**config.mk**
```make
export PLATFORM = sky130hd
export DESIGN_NAME = studio2_keypad
export DESIGN_NICKNAME = d
export VERILOG_FILES = /design/src/rtl/studio2_kp_pkg.sv /design/src/rtl/studio2_keypad_bank.sv /design/src/rtl/studio2_keypad.sv
export SDC_FILE = /design/constraint.sdc
export NUM_CORES = 1
export LEC_CHECK = 0
export ABC_AREA = 1
export BUFFER_PORTS_ARGS = -buffer_cell sky130_fd_sc_hd__buf_4
export CELL_PAD_IN_SITES_DETAIL_PLACEMENT = 1
export CELL_PAD_IN_SITES_GLOBAL_PLACEMENT = 1
export CORE_MARGIN = 4
export CORE_UTILIZATION = 47
export DETAILED_ROUTE_END_ITERATION = 7
export GPL_TIMING_DRIVEN = 0
export PLACE_DENSITY_LB_ADDON = 0.1
export SLEW_MARGIN = 20
export SYNTH_ARGS = -nofsm -noshare
export SYNTH_HDL_FRONTEND = slang
export SYNTH_HIERARCHICAL = 1
export SYNTH_SLANG_ARGS = --single-unit
```
**constraint.sdc**
```tcl
create_clock -name clk_sys -period 5.9 [get_ports clk_sys]
set_input_delay 0.885 -clock clk_sys [delete_from_list [all_inputs] [get_ports clk_sys]]
set_output_delay 0.885 -clock clk_sys [all_outputs]
set_load 0.005 [all_outputs]
```
**src/rtl/studio2_kp_pkg.sv**
```systemverilog
// Shared constants and scan-code decode for the Studio II keypad block.
package studio2_kp_pkg;

    localparam int unsigned NUM_KEYS = 10;
    localparam logic [2:0] KEYPAD_OUT_PORT = 3'd2;

    localparam logic [7:0] KP1_CODES [NUM_KEYS] = '{
        8'h45, 8'h16, 8'h1E, 8'h26, 8'h25, 8'h2E, 8'h36, 8'h3D, 8'h3E, 8'h46
    };
    localparam logic [7:0] KP2_CODES [NUM_KEYS] = '{
        8'h70, 8'h69, 8'h72, 8'h7A, 8'h6B, 8'h73, 8'h74, 8'h6C, 8'h75, 8'h7D
    };

    typedef struct packed {
        logic       hit1;
        logic       hit2;
        logic [3:0] idx;
    } kp_hit_t;

    function automatic kp_hit_t kp_decode(input logic [7:0] code, input logic ext);
        kp_hit_t r;
        r = '0;
        if (!ext) begin
            for (int i = 0; i < NUM_KEYS; i++) begin
                if (code == KP1_CODES[i]) begin
                    r.hit1 = 1'b1;
                    r.idx  = 4'(i);
                end
                if (code == KP2_CODES[i]) begin
                    r.hit2 = 1'b1;
                    r.idx  = 4'(i);
                end
            end
        end
        return r;
    endfunction

endpackage

```
**src/rtl/studio2_keypad_bank.sv**
```systemverilog
// One 10-key keypad: effective pressed vector, deferred releases and the shared hold counter.
module studio2_keypad_bank
    import studio2_kp_pkg::*;
#(
    parameter int unsigned      CNT_W       = 24,
    parameter logic [CNT_W-1:0] HOLD_CYCLES = 24'd1_000_000
) (
    input  logic                clk_sys,
    input  logic                reset_n,
    input  logic                press,
    input  logic                rel,
    input  logic [3:0]          idx,
    output logic [NUM_KEYS-1:0] state
);

    logic [NUM_KEYS-1:0] state_q, state_d;
    logic [NUM_KEYS-1:0] pend_q, pend_d;
    logic [CNT_W-1:0]    cnt_q, cnt_d;
    logic [NUM_KEYS-1:0] key_oh;
    logic                expire;

    always_comb begin
        key_oh = '0;
        if (idx < 4'(NUM_KEYS)) key_oh[idx] = 1'b1;
    end

    always_comb begin
        // A press in the expiry cycle reloads the counter and keeps pending releases alive.
        expire  = (cnt_q == CNT_W'(1)) && !press;
        state_d = state_q;
        pend_d  = pend_q;
        cnt_d   = (cnt_q != '0) ? cnt_q - CNT_W'(1) : cnt_q;

        if (expire) begin
            state_d = state_q & ~pend_q;
            pend_d  = '0;
        end

        if (press) begin
            state_d = state_d | key_oh;
            pend_d  = pend_d & ~key_oh;
            cnt_d   = HOLD_CYCLES;
        end else if (rel && ((state_d & key_oh) != '0)) begin
            // Release during a running hold is deferred; otherwise it lands immediately.
            if (cnt_q > CNT_W'(1)) pend_d  = pend_d | key_oh;
            else                   state_d = state_d & ~key_oh;
        end
    end

    always_ff @(posedge clk_sys or negedge reset_n) begin
        if (!reset_n) begin
            state_q <= '0;
            pend_q  <= '0;
            cnt_q   <= '0;
        end else begin
            state_q <= state_d;
            pend_q  <= pend_d;
            cnt_q   <= cnt_d;
        end
    end

    assign state = state_q;

endmodule

```
**src/rtl/studio2_keypad.sv**
```systemverilog
// PS/2 to RCA Studio II keypad bridge: event detect, decode, OUT 2 key latch and EF3/EF4 flags.
module studio2_keypad
    import studio2_kp_pkg::*;
#(
    parameter logic [23:0] HOLD_CYCLES = 24'd1_000_000,
    parameter int unsigned CNT_W       = 24
) (
    input  logic        clk_sys,
    input  logic        reset_n,
    input  logic [10:0] ps2_key,
    input  logic        io_out,
    input  logic [2:0]  io_n,
    input  logic [7:0]  cpu_dout,
    output logic [3:0]  key_latch,
    output logic        ef3_n,
    output logic        ef4_n,
    output logic [9:0]  kp1_state,
    output logic [9:0]  kp2_state
);

    logic       tgl_q, init_q;
    logic       ev;
    kp_hit_t    hit;
    logic       press1, rel1, press2, rel2;
    logic [3:0] latch_q, latch_d;
    logic       ef3_q, ef3_d, ef4_q, ef4_d;
    logic [15:0] kp1_pad, kp2_pad;
    logic       unused_dout;

    // init_q suppresses a false event before the toggle history has been sampled.
    assign ev  = init_q && (ps2_key[10] != tgl_q);
    assign hit = kp_decode(ps2_key[7:0], ps2_key[8]);

    assign press1 = ev && hit.hit1 && ps2_key[9];
    assign rel1   = ev && hit.hit1 && !ps2_key[9];
    assign press2 = ev && hit.hit2 && ps2_key[9];
    assign rel2   = ev && hit.hit2 && !ps2_key[9];

    studio2_keypad_bank #(
        .CNT_W       (CNT_W),
        .HOLD_CYCLES (CNT_W'(HOLD_CYCLES))
    ) u_bank1 (
        .clk_sys (clk_sys),
        .reset_n (reset_n),
        .press   (press1),
        .rel     (rel1),
        .idx     (hit.idx),
        .state   (kp1_state)
    );

    studio2_keypad_bank #(
        .CNT_W       (CNT_W),
        .HOLD_CYCLES (CNT_W'(HOLD_CYCLES))
    ) u_bank2 (
        .clk_sys (clk_sys),
        .reset_n (reset_n),
        .press   (press2),
        .rel     (rel2),
        .idx     (hit.idx),
        .state   (kp2_state)
    );

    // Zero padding makes latch values 10..15 read as "not pressed".
    assign kp1_pad = {6'b0, kp1_state};
    assign kp2_pad = {6'b0, kp2_state};

    always_comb begin
        latch_d = latch_q;
        if (io_out && (io_n == KEYPAD_OUT_PORT)) latch_d = cpu_dout[3:0];
        ef3_d = ~kp1_pad[latch_q];
        ef4_d = ~kp2_pad[latch_q];
    end

    always_ff @(posedge clk_sys or negedge reset_n) begin
        if (!reset_n) begin
            tgl_q   <= 1'b0;
            init_q  <= 1'b0;
            latch_q <= '0;
            ef3_q   <= 1'b1;
            ef4_q   <= 1'b1;
        end else begin
            tgl_q   <= ps2_key[10];
            init_q  <= 1'b1;
            latch_q <= latch_d;
            ef3_q   <= ef3_d;
            ef4_q   <= ef4_d;
        end
    end

    assign unused_dout = ^cpu_dout[7:4];

    assign key_latch = latch_q;
    assign ef3_n     = ef3_q;
    assign ef4_n     = ef4_q;

endmodule

```
---- Yosys cells after proc, flatten, opt, wreduce, memory -nomap -nowiden ----
Index checks and enable logic that the tools add are counted.
storage, ports and cells
  bits of input ports ..................... 25
  output and inout port bits .............. 26
  bits in registers ....................... 96
operators by class
  add/subtract/negate cells ............... 2
  equal/unequal tests ..................... 24
  mux-type cells .......................... 63
  reduce and logical (&&, ||, !) cells .... 22
  bitwise logic cells ..................... 17
  order comparisons ....................... 6
operator list
  operator                                                            count
  two-way mux 10 bit                                                  17
  equality test 8 x 7 -> 1 bit (second input constant)                12
  two-way mux 24 bit                                                  4
  bitwise AND 10 bit                                                  8
  two-way mux 5 bit                                                   16
  equality test 24 x 1 -> 1 bit (second input constant)               2
  equality test 8 x 6 -> 1 bit (second input constant)                6
  > comparator 24 x 1 -> 1 bit (second input constant)                2
  nonzero test 24 bit                                                 2
  subtractor 24 x 1 -> 24 bit (second input constant)                 2
  bitwise OR 10 bit                                                   4
  two-way mux 4 bit                                                   9
  NOT 10 bit                                                          3
  nonzero test 10 bit                                                 2
  equality test 8 x 5 -> 1 bit (second input constant)                2
  logical AND 1 bit                                                   13
  two-way mux 1 bit                                                   13
  less-than comparator 4 x 5 -> 1 bit (second input constant)         2
  binary-select mux 1 bit (select 4 bit)                              2
  two-way mux 6 bit                                                   1
  demux 1 bit (select 4 bit)                                          1
  greater-or-equal comparator 4 x 1 -> 1 bit (second input constant)  1
  less-than comparator 4 bit (second input constant)                  1
  nonzero test 2 bit                                                  2
  4 further kinds                                                     7

---- Depth between registers and ports, before layout ----
Gate-level depths: netlist of the first run.
  depth in word-level cells ............... 37
  gate-level depth with buffers ........... 21
  gate-level depth less buffers ........... 20

---- Hierarchy ----
Netlist of the first run, hierarchy kept.
by module, submodules not included
  module                          instances  area each (sq um)  cells each  sequential area each (sq um)
  studio2_keypad_bank at u_bank2  1          2,713.9            394         1,101.1
  studio2_keypad_bank at u_bank1  1          2,700.1            380         1,101.1
  studio2_keypad                  1          880.8              167         202.7

---- Worst setup path after synthesis of the first run ----
No wires, ideal clock.
  path type ............................... input port to flip-flop
  from .................................... input port ps2_key[7]
  to ...................................... register u_bank1.pend_q[0]
  setup time .............................. 0.077 ns
  required time ........................... 5.823 ns
  buffers on the path ..................... 1
  setup slack ............................. 2.964 ns
  stages .................................. 19
  arrival ................................. 2.859 ns
  cells stage by stage .................... inv_1 > nand2_1 > nor2_1 > nand2_1 > and2_4 > nand3_2 > nor2_1 > nor2_1 > inv_1 > nor2_1 > inv_1 > nor3_1 > nand3_1 > nand2_1 > nor2_2 > nand3_2 > buf_4 > nand3_1 > a21oi_1
RTL lines
  item                  RTL line                   RTL
  start, declared       studio2_keypad.sv:10       input logic [10:0] ps2_key,
  end signal, assigned  studio2_keypad_bank.sv:57  pend_q <= pend_d;
  end, declared         studio2_keypad_bank.sv:17  logic [NUM_KEYS-1:0] pend_q, pend_d;

---- Final worst setup path of the first run ----
  from .................................... input port ps2_key[3]
  to ...................................... register u_bank1.pend_q[9]
on the way
  elaborated cells between the ends (all ways) .. 76
  classes of those cells .................. order compare: 3; eq/ne: 19; mux: 42; bitwise: 4; reduce/logical: 8
RTL lines
  item                                 RTL line                   RTL
  equality test 8 x 7 -> 1 bit         studio2_kp_pkg.sv:25       if (code == KP1_CODES[i]) begin
  two-way mux 1 bit (9 in series)      studio2_kp_pkg.sv:25
  two-way mux 1 bit (*)                studio2_kp_pkg.sv:25
  two-way mux 6 bit (*)                studio2_kp_pkg.sv:23       if (!ext) begin
  logical AND 1 bit (*) (2 in series)  studio2_keypad.sv:34       assign press1 = ev && hit.hit1 && ps2_key[9];
  named net press1                     studio2_keypad.sv:24       logic press1, rel1, press2, rel2;
  zero test 1 bit                      studio2_keypad_bank.sv:29  expire = (cnt_q == CNT_W'(1)) && !press;
  logical AND 1 bit                    studio2_keypad_bank.sv:29
  two-way mux 10 bit                   studio2_keypad_bank.sv:34  if (expire) begin
  bitwise AND 10 bit                   studio2_keypad_bank.sv:43  end else if (rel && ((state_d & key_oh) != '0)) begin
  nonzero test 10 bit                  studio2_keypad_bank.sv:43
  logical AND 1 bit                    studio2_keypad_bank.sv:43
  two-way mux 10 bit                   studio2_keypad_bank.sv:43
  two-way mux 10 bit (*)               studio2_keypad_bank.sv:39  if (press) begin
  named net u_bank1.pend_d[9]          studio2_keypad_bank.sv:17
The timed path passes the listed nets; every way through them passes the cells marked *. The select of a mux whose other input is x is not followed.
A chain may end at the register's enable or synchronous reset.

==> flow_metrics.py, run 1 <==
metrics = {
    "die": {
        "chipWidth_um": 124,
        "ios": 51,
        "die_h_um": 124,
        "core_um2": 13200,
        "fp.dieArea_um2": 15300,
        "initial_core_util": 0.477,
        "std_cell_rows": 42,
    },
    "cells_and_area": {
        "areaGrowthSynthToFinish_pct": 13.6,
        "final_util": 0.542,
        "diodes": 0,
        "nets": 1029,
        "fill_cells": 1845,
        "drive_above_1_share": 0.109,
    },
    "worst_setup_path": {
        "worst_setup_path_start_kind": "input pin",
        "critical_path_buf_inv_count": 5,
        "reg2reg_from": "tgl_q$_DFF_PN0_",
        "crit_slowest_cell": "clkinv_1",
        "end_kind": "flop",
        "cpMostUsedCell": "nand2_1",
        "critPathRequiredTime_ps": 6170,
        "crit_arrival_ps": 3770,
        "rr_worst_depth": 15,
        "r2r-end": "u_bank1/pend_q[9]$_DFF_PN0_",
        "ff2ff_setup_slack_ps": 3070,
        "setup.worst_path.class": "input pin to flop",
        "crit_chain": "buf_4 -> inv_1 -> nand2_1 -> nor2_1 -> nand2_1 -> nand2_1 -> nor2_1 -> nand3_1 -> nand2_1 -> nor2_1 -> clkinv_1 -> buf_2 -> nand3_1 -> nand3_1 -> nand2_1 -> nor2_1 -> nand3_2 -> buf_4 -> nand3_1 -> a21oi_1",
        "crit_fanout": 10,
        "crit_family": "simple AND/OR/NAND/NOR gates",
        "slowest_delay_ps": 440,
    },
    "routing": {
        "final_antenna_net_count": 0,
        "drt-initial-drc-count": 425,
        "wl_per_cell_um": 16.5,
        "drc_errors": 0,
        "wirelength_um": 19400,
        "vias": 6464,
        "vias_per_cell": 5.49,
        "drt_pass1_iterations": 5,
    },
    "sta": {
        "tightest_slew_ps": 926,
        "fmax_mhz": 285,
        "hold_viol": 0,
        "fin_crit_sh": 0.594,
        "setup_viol": 0,
        "report.final.slew_viol_count": 0,
        "rsz0062_at_grt": "no",
        "fin_skew_ps": 9.14,
        "setup_tns_ps": 0,
        "slew_headroom": 0.383,
        "finalCriticalPeriod_ps": 3500,
        "hold_slack_ps": 498,
    },
    "run_status": {
        "outcome": "complete, no violations",
    },
    "hold_path": {
        "hold_path_startpoint": "u_bank2/cnt_q[22]$_DFFE_PN0P_",
        "worst_hold_path.num_cells": 1,
        "hold_class": "flop to flop",
        "whs_endpoint": "u_bank2/cnt_q[22]$_DFFE_PN0P_",
    },
    "clocking": {
        "cts.path.max_buffers": 2,
        "ctsResizeCount": 0,
        "cts_buffers": 9,
        "post_cts_buffers": 0,
        "path_clk_slew_ps": 70,
        "root_buffer": "clkbuf_16",
        "clk_latency_ps": 350,
        "cts_tree": "yes",
        "cts_sinks": 96,
        "postCtsHoldBufs": 0,
        "htreeDepth": 3,
    },
    "synth": {
        "yosysSeqAreaShare": 0.382,
        "ys_async_sr_fraction": 1.00,
        "yosys_warnings": 6,
        "yosys-top-cells-area": "dfrtp_1 37%, nand2_1 10%, nor2_1 9.1%, inv_1 8.7%, a21oi_1 6.6%",
        "synth_edf_count": 0,
        "ys_seq_elements": 96,
        "post-synth-top-count-cell": "nand2_1",
        "netlist_area_um2": 6290,
        "synth_cell_types": 41,
        "synthFlopType": "dfrtp_1",
        "syn_inst": 941,
        "synth_common_cells": "175 x nand2_1, 153 x nor2_1, 146 x inv_1",
        "yosys.area.top_type_share": 0.374,
        "yosys.area.top_type": "dfrtp_1",
        "syn-num-nets": 972,
        "synth.avg_cell_area_um2": 6.69,
    },
    "global_route": {
        "grt_max_degree": 97,
        "grt.overflow.total": 0,
        "grt_first_pass_wirelength_um": 32600,
        "grt_util_all_layers": 0.266,
        "use_met3": 0.0291,
        "top_usage_layer": "met2",
        "globalRouteMet1Util": 0.353,
        "antenna_found_initial": 0,
        "grt_pass1_vias": 6670,
        "met2_usage": 0.463,
    },
    "power": {
        "ir_drop_mv": 0.183,
        "p_leak_uw": 0.00342,
        "power_density_nw_per_um2": 248,
    },
    "place": {
        "gp_congestion": 0.864,
        "port_buffers": 46,
        "hpwlAfterDp_um": 14200,
    },
    "flow_run": {
        "cap_violations": 0,
    },
}
## cells by family after synthesis
| logic type | count (synthesis) | synth area share |
|---|---|---|
| fa+ha+maj | 6 | 0.0119 |
| buf+inv | 174 | 0.109 |
| other cells | 1 | 0.000596 |
| xor+xnor | 2 | 0.00278 |
| mux | 1 | 0.00179 |
| flops | 96 | 0.382 |
| simple gates | 499 | 0.358 |
| compound gates | 162 | 0.134 |
## power breakdown
group	switching, uW	total [uW]	internal, uW
sequential	78.7	815	737
clock	268	596	328
combinational	233	360	128
total	579	1770	1190
## registers in the layout (all words and copies together), names as in the netlist
signal and cells:
u_bank2/cnt_q 24, ef3_n 1, u_bank2/pend_q 10, tgl_q 1, u_bank2/state 10, u_bank1/pend_q 10, init_q 1, key_latch 4
ef4_n 1, u_bank1/cnt_q 24, u_bank1/state 10
## layer usage
layer / wire, um / share of wire / vias to the layer above
met5: 0 / 0 / -
met2: 9720 / 0.50 / 121
met3: 613 / 0.032 / 18
met4: 262 / 0.013 / 0
met1: 8840 / 0.45 / 3172
li1: - / - / 3153
## area by class of cell
type | count | area (um^2) | share of cell area
multi-input cells | 671 | 3200 | 0.448
plain buffers | 25 | 128 | 0.0178
repair buffers | 46 | 349 | 0.0488
clock buffers | 10 | 229 | 0.0320
clock inverters | 5 | 57.6 | 0.00805
flip-flops and latches | 96 | 2400 | 0.336
well taps | 176 | 220 | 0.0308
inverters | 149 | 559 | 0.0782
## worst max path at each step
stage,startpoint,to,depth (start not counted)
floorplan,ps2_key[7],u_bank1/pend_q[0]$_DFF_PN0_,19
global placement,ps2_key[3],u_bank1/pend_q[0]$_DFF_PN0_,20
detailed placement,ps2_key[3],u_bank1/pend_q[1]$_DFF_PN0_,20
CTS,ps2_key[3],u_bank1/pend_q[9]$_DFF_PN0_,20
global route,ps2_key[3],u_bank1/pend_q[4]$_DFF_PN0_,20
finish,ps2_key[3],u_bank1/pend_q[9]$_DFF_PN0_,20
## cells in the final DEF, fill, tap and decap left out, drive strengths merged, types with 2 or more instances in the layout
cell type / instances
nand4: 36
dfrtp: 94
nor4: 3
clkbuf: 22
nor2: 170
o21a: 4
a31oi: 3
nand3: 88
inv: 149
a21oi: 83
o21ai: 66
ha: 6
buf: 59
dfstp: 2
nor3: 17
and2: 2
clkinv: 4
nand2: 180
## metrics by stage
step / instances / setup WS (ps) / cell area (um^2) / power (uW)
finish: 1178 / 2400 / 7150 / 1770
global route: 1178 / 2010 / 7150 / 1890
global placement: 1163 / 2090 / 6860 / 1160
floorplan: 941 / 2960 / 6290 / 1050
detailed placement: 1163 / 2050 / 6860 / 1180
CTS: 1178 / 2390 / 7150 / 1790
Note: power is estimated with default switching activity, not from simulation.
==> run 2: changes to the inputs <==
--- a/config.mk
+++ b/config.mk
@@ -10,7 +10,7 @@
 export CELL_PAD_IN_SITES_DETAIL_PLACEMENT = 1
 export CELL_PAD_IN_SITES_GLOBAL_PLACEMENT = 1
 export CORE_MARGIN = 4
-export CORE_UTILIZATION = 47
+export CORE_UTILIZATION = 44
 export DETAILED_ROUTE_END_ITERATION = 7
 export GPL_TIMING_DRIVEN = 0
 export PLACE_DENSITY_LB_ADDON = 0.1
==> constraint.sdc (replaced) <==
create_clock -name clk_sys -period 3.6 [get_ports clk_sys]
set_input_delay 0.54 -clock clk_sys [delete_from_list [all_inputs] [get_ports clk_sys]]
set_output_delay 0.54 -clock clk_sys [all_outputs]
set_load 0.005 [all_outputs]
==> run 2 against run 1 <==
Design area grew 0.21%; final cell count increased by 0.34%; count of clock-buffer cells in the layout is 1 higher; sequential cell count did not move; sequential power increased by 63%; register-to-register slack got worse by 2200 ps; combinational power up 61%; via count is 0.88% lower; total power is 64% higher; critical path type unchanged.
==> flow_metrics.py, run 2 (synthesized netlist as in run 1, its figures left out) <==
metrics = {
    "run_status": {
        "outcome": "complete, no violations",
    },
    "hold_path": {
        "hold_class": "input pin to async pin",
    },
    "routing": {
        "drc_errors": 0,
        "drt_pass1_iterations": 6,
        "vias_per_cell": 5.42,
        "final_antenna_net_count": 0,
        "drt-initial-drc-count": 292,
        "vias": 6407,
        "wirelength_um": 19200,
        "wl_per_cell_um": 16.2,
    },
    "cells_and_area": {
        "final_util": 0.514,
        "fin_cells": 1182,
        "drive_above_1_share": 0.110,
        "final_cell_mix": "175 x nand2_1, 153 x nor2_1, 146 x inv_1, 94 x dfrtp_1, 83 x a21oi_1",
        "layout_commonest_cell": "nand2_1",
        "nets": 1029,
        "fill_cells": 1885,
        "diodes": 0,
        "areaGrowthSynthToFinish_pct": 13.8,
        "top_regs": "u_bank1/cnt_q (24), u_bank2/cnt_q (24)",
    },
    "die": {
        "std_cell_rows": 43,
        "initial_core_util": 0.452,
        "die_h_um": 128,
        "fp.dieArea_um2": 16300,
        "core_um2": 13900,
        "ios": 51,
        "chipWidth_um": 128,
    },
    "worst_setup_path": {
        "r2r-end": "u_bank2/cnt_q[11]$_DFFE_PN0P_",
        "crit_fanout": 10,
        "worst_setup_path_start_kind": "input pin",
        "end_kind": "flop",
        "reg2reg_from": "tgl_q$_DFF_PN0_",
        "rr_worst_depth": 11,
        "startpoint": "ps2_key[7]",
        "crit_arrival_ps": 3350,
        "critPathRequiredTime_ps": 3870,
        "setup.worst_path.class": "input pin to flop",
        "ff2ff_setup_slack_ps": 850,
    },
    "sta": {
        "report.final.slew_viol_count": 0,
        "setup_viol": 0,
        "rsz0062_at_grt": "no",
        "fin_crit_sh": 0.855,
        "setup_tns_ps": 0,
        "tightest_slew_ps": 927,
        "finalCriticalPeriod_ps": 3080,
        "fin_skew_ps": 10.2,
        "slew_headroom": 0.382,
        "hold_viol": 0,
        "fmax_mhz": 325,
        "setup_ws_ps": 521,
    },
    "place": {
        "preCtsSetupSlack_ps": 8.72,
        "hpwlAfterDp_um": 14200,
        "gp_congestion": 0.879,
        "port_buffers": 46,
        "place_inst": 1167,
    },
    "clocking": {
        "cts_sinks": 96,
        "post_cts_buffers": 0,
        "root_buffer": "clkbuf_16",
        "postCtsHoldBufs": 0,
        "cts.path.max_buffers": 2,
        "ctsResizeCount": 0,
        "cts_buffers": 9,
        "clk_latency_ps": 350,
        "htreeDepth": 3,
        "cts_tree": "yes",
        "path_clk_slew_ps": 70,
    },
    "global_route": {
        "antenna_found_initial": 0,
        "grt_first_pass_wirelength_um": 32900,
        "grt.overflow.total": 0,
        "grt_max_degree": 97,
        "grt_util_all_layers": 0.247,
        "grt_pass1_vias": 6630,
    },
    "power": {
        "ir_drop_mv": 0.277,
        "power_density_nw_per_um2": 404,
        "p_leak_uw": 0.00342,
    },
    "flow_run": {
        "cap_violations": 0,
    },
}
[run 2: routing by layer]
metal	GRT usage	part of all wire	routed length, um
met3	0.0477	0.043	825
met5	0	0	0
met1	0.331	0.46	8930
met2	0.417	0.48	9160
met4	0.0556	0.015	293
[run 2: per-stage QoR]
stage | instance area, um^2 | power (uW) | hold WS [ps]
CTS | 7170 | 2930 | 308
global placement | 6870 | 1900 | 459
global route | 7170 | 3090 | 305
floorplan | 6290 | 1720 | 244
finish | 7170 | 2900 | 280
detailed placement | 6870 | 1930 | 465
[run 2: worst max path at each step]
stage                                    end
2_1_floorplan    u_bank1/pend_q[0]$_DFF_PN0_
6_report       u_bank2/cnt_q[11]$_DFFE_PN0P_
3_3_place_gp     u_bank1/pend_q[5]$_DFF_PN0_
3_5_place_dp     u_bank1/pend_q[7]$_DFF_PN0_
5_1_grt          u_bank2/pend_q[0]$_DFF_PN0_
4_1_cts          u_bank1/pend_q[1]$_DFF_PN0_
[run 2: final cells by class]
class                   count  area [um^2]  area share
clock inverters             4         53.8     0.00751
inverters                 149          559      0.0781
plain buffers              25          128      0.0178
well taps                 180          225      0.0314
multi-input cells         671         3200       0.447
repair buffers             46          349      0.0487
flip-flops and latches     96         2400       0.336
clock buffers              11          243      0.0339
[run 2: worst max-delay path, stage by stage]
cell,delay [ps]
buf_4,80
inv_1,40
nand2_1,120
nor2_1,100
nand2_1,110
nand2_1,60
nor2_1,100
nand3_1,80
nand2_1,130
nor2_1,50
buf_2,190
inv_1,170
buf_2,260
clkbuf_1,410
clkbuf_1,510
o21ai_0,200
a21oi_1,180
[run 2: report_power, final]
group          internal, uW  leakage [uW]  switching (uW)
registers              1210       0.00121             127
logic                   208       0.00207             371
clock network           557      0.000138             426
total                  1970       0.00342             925
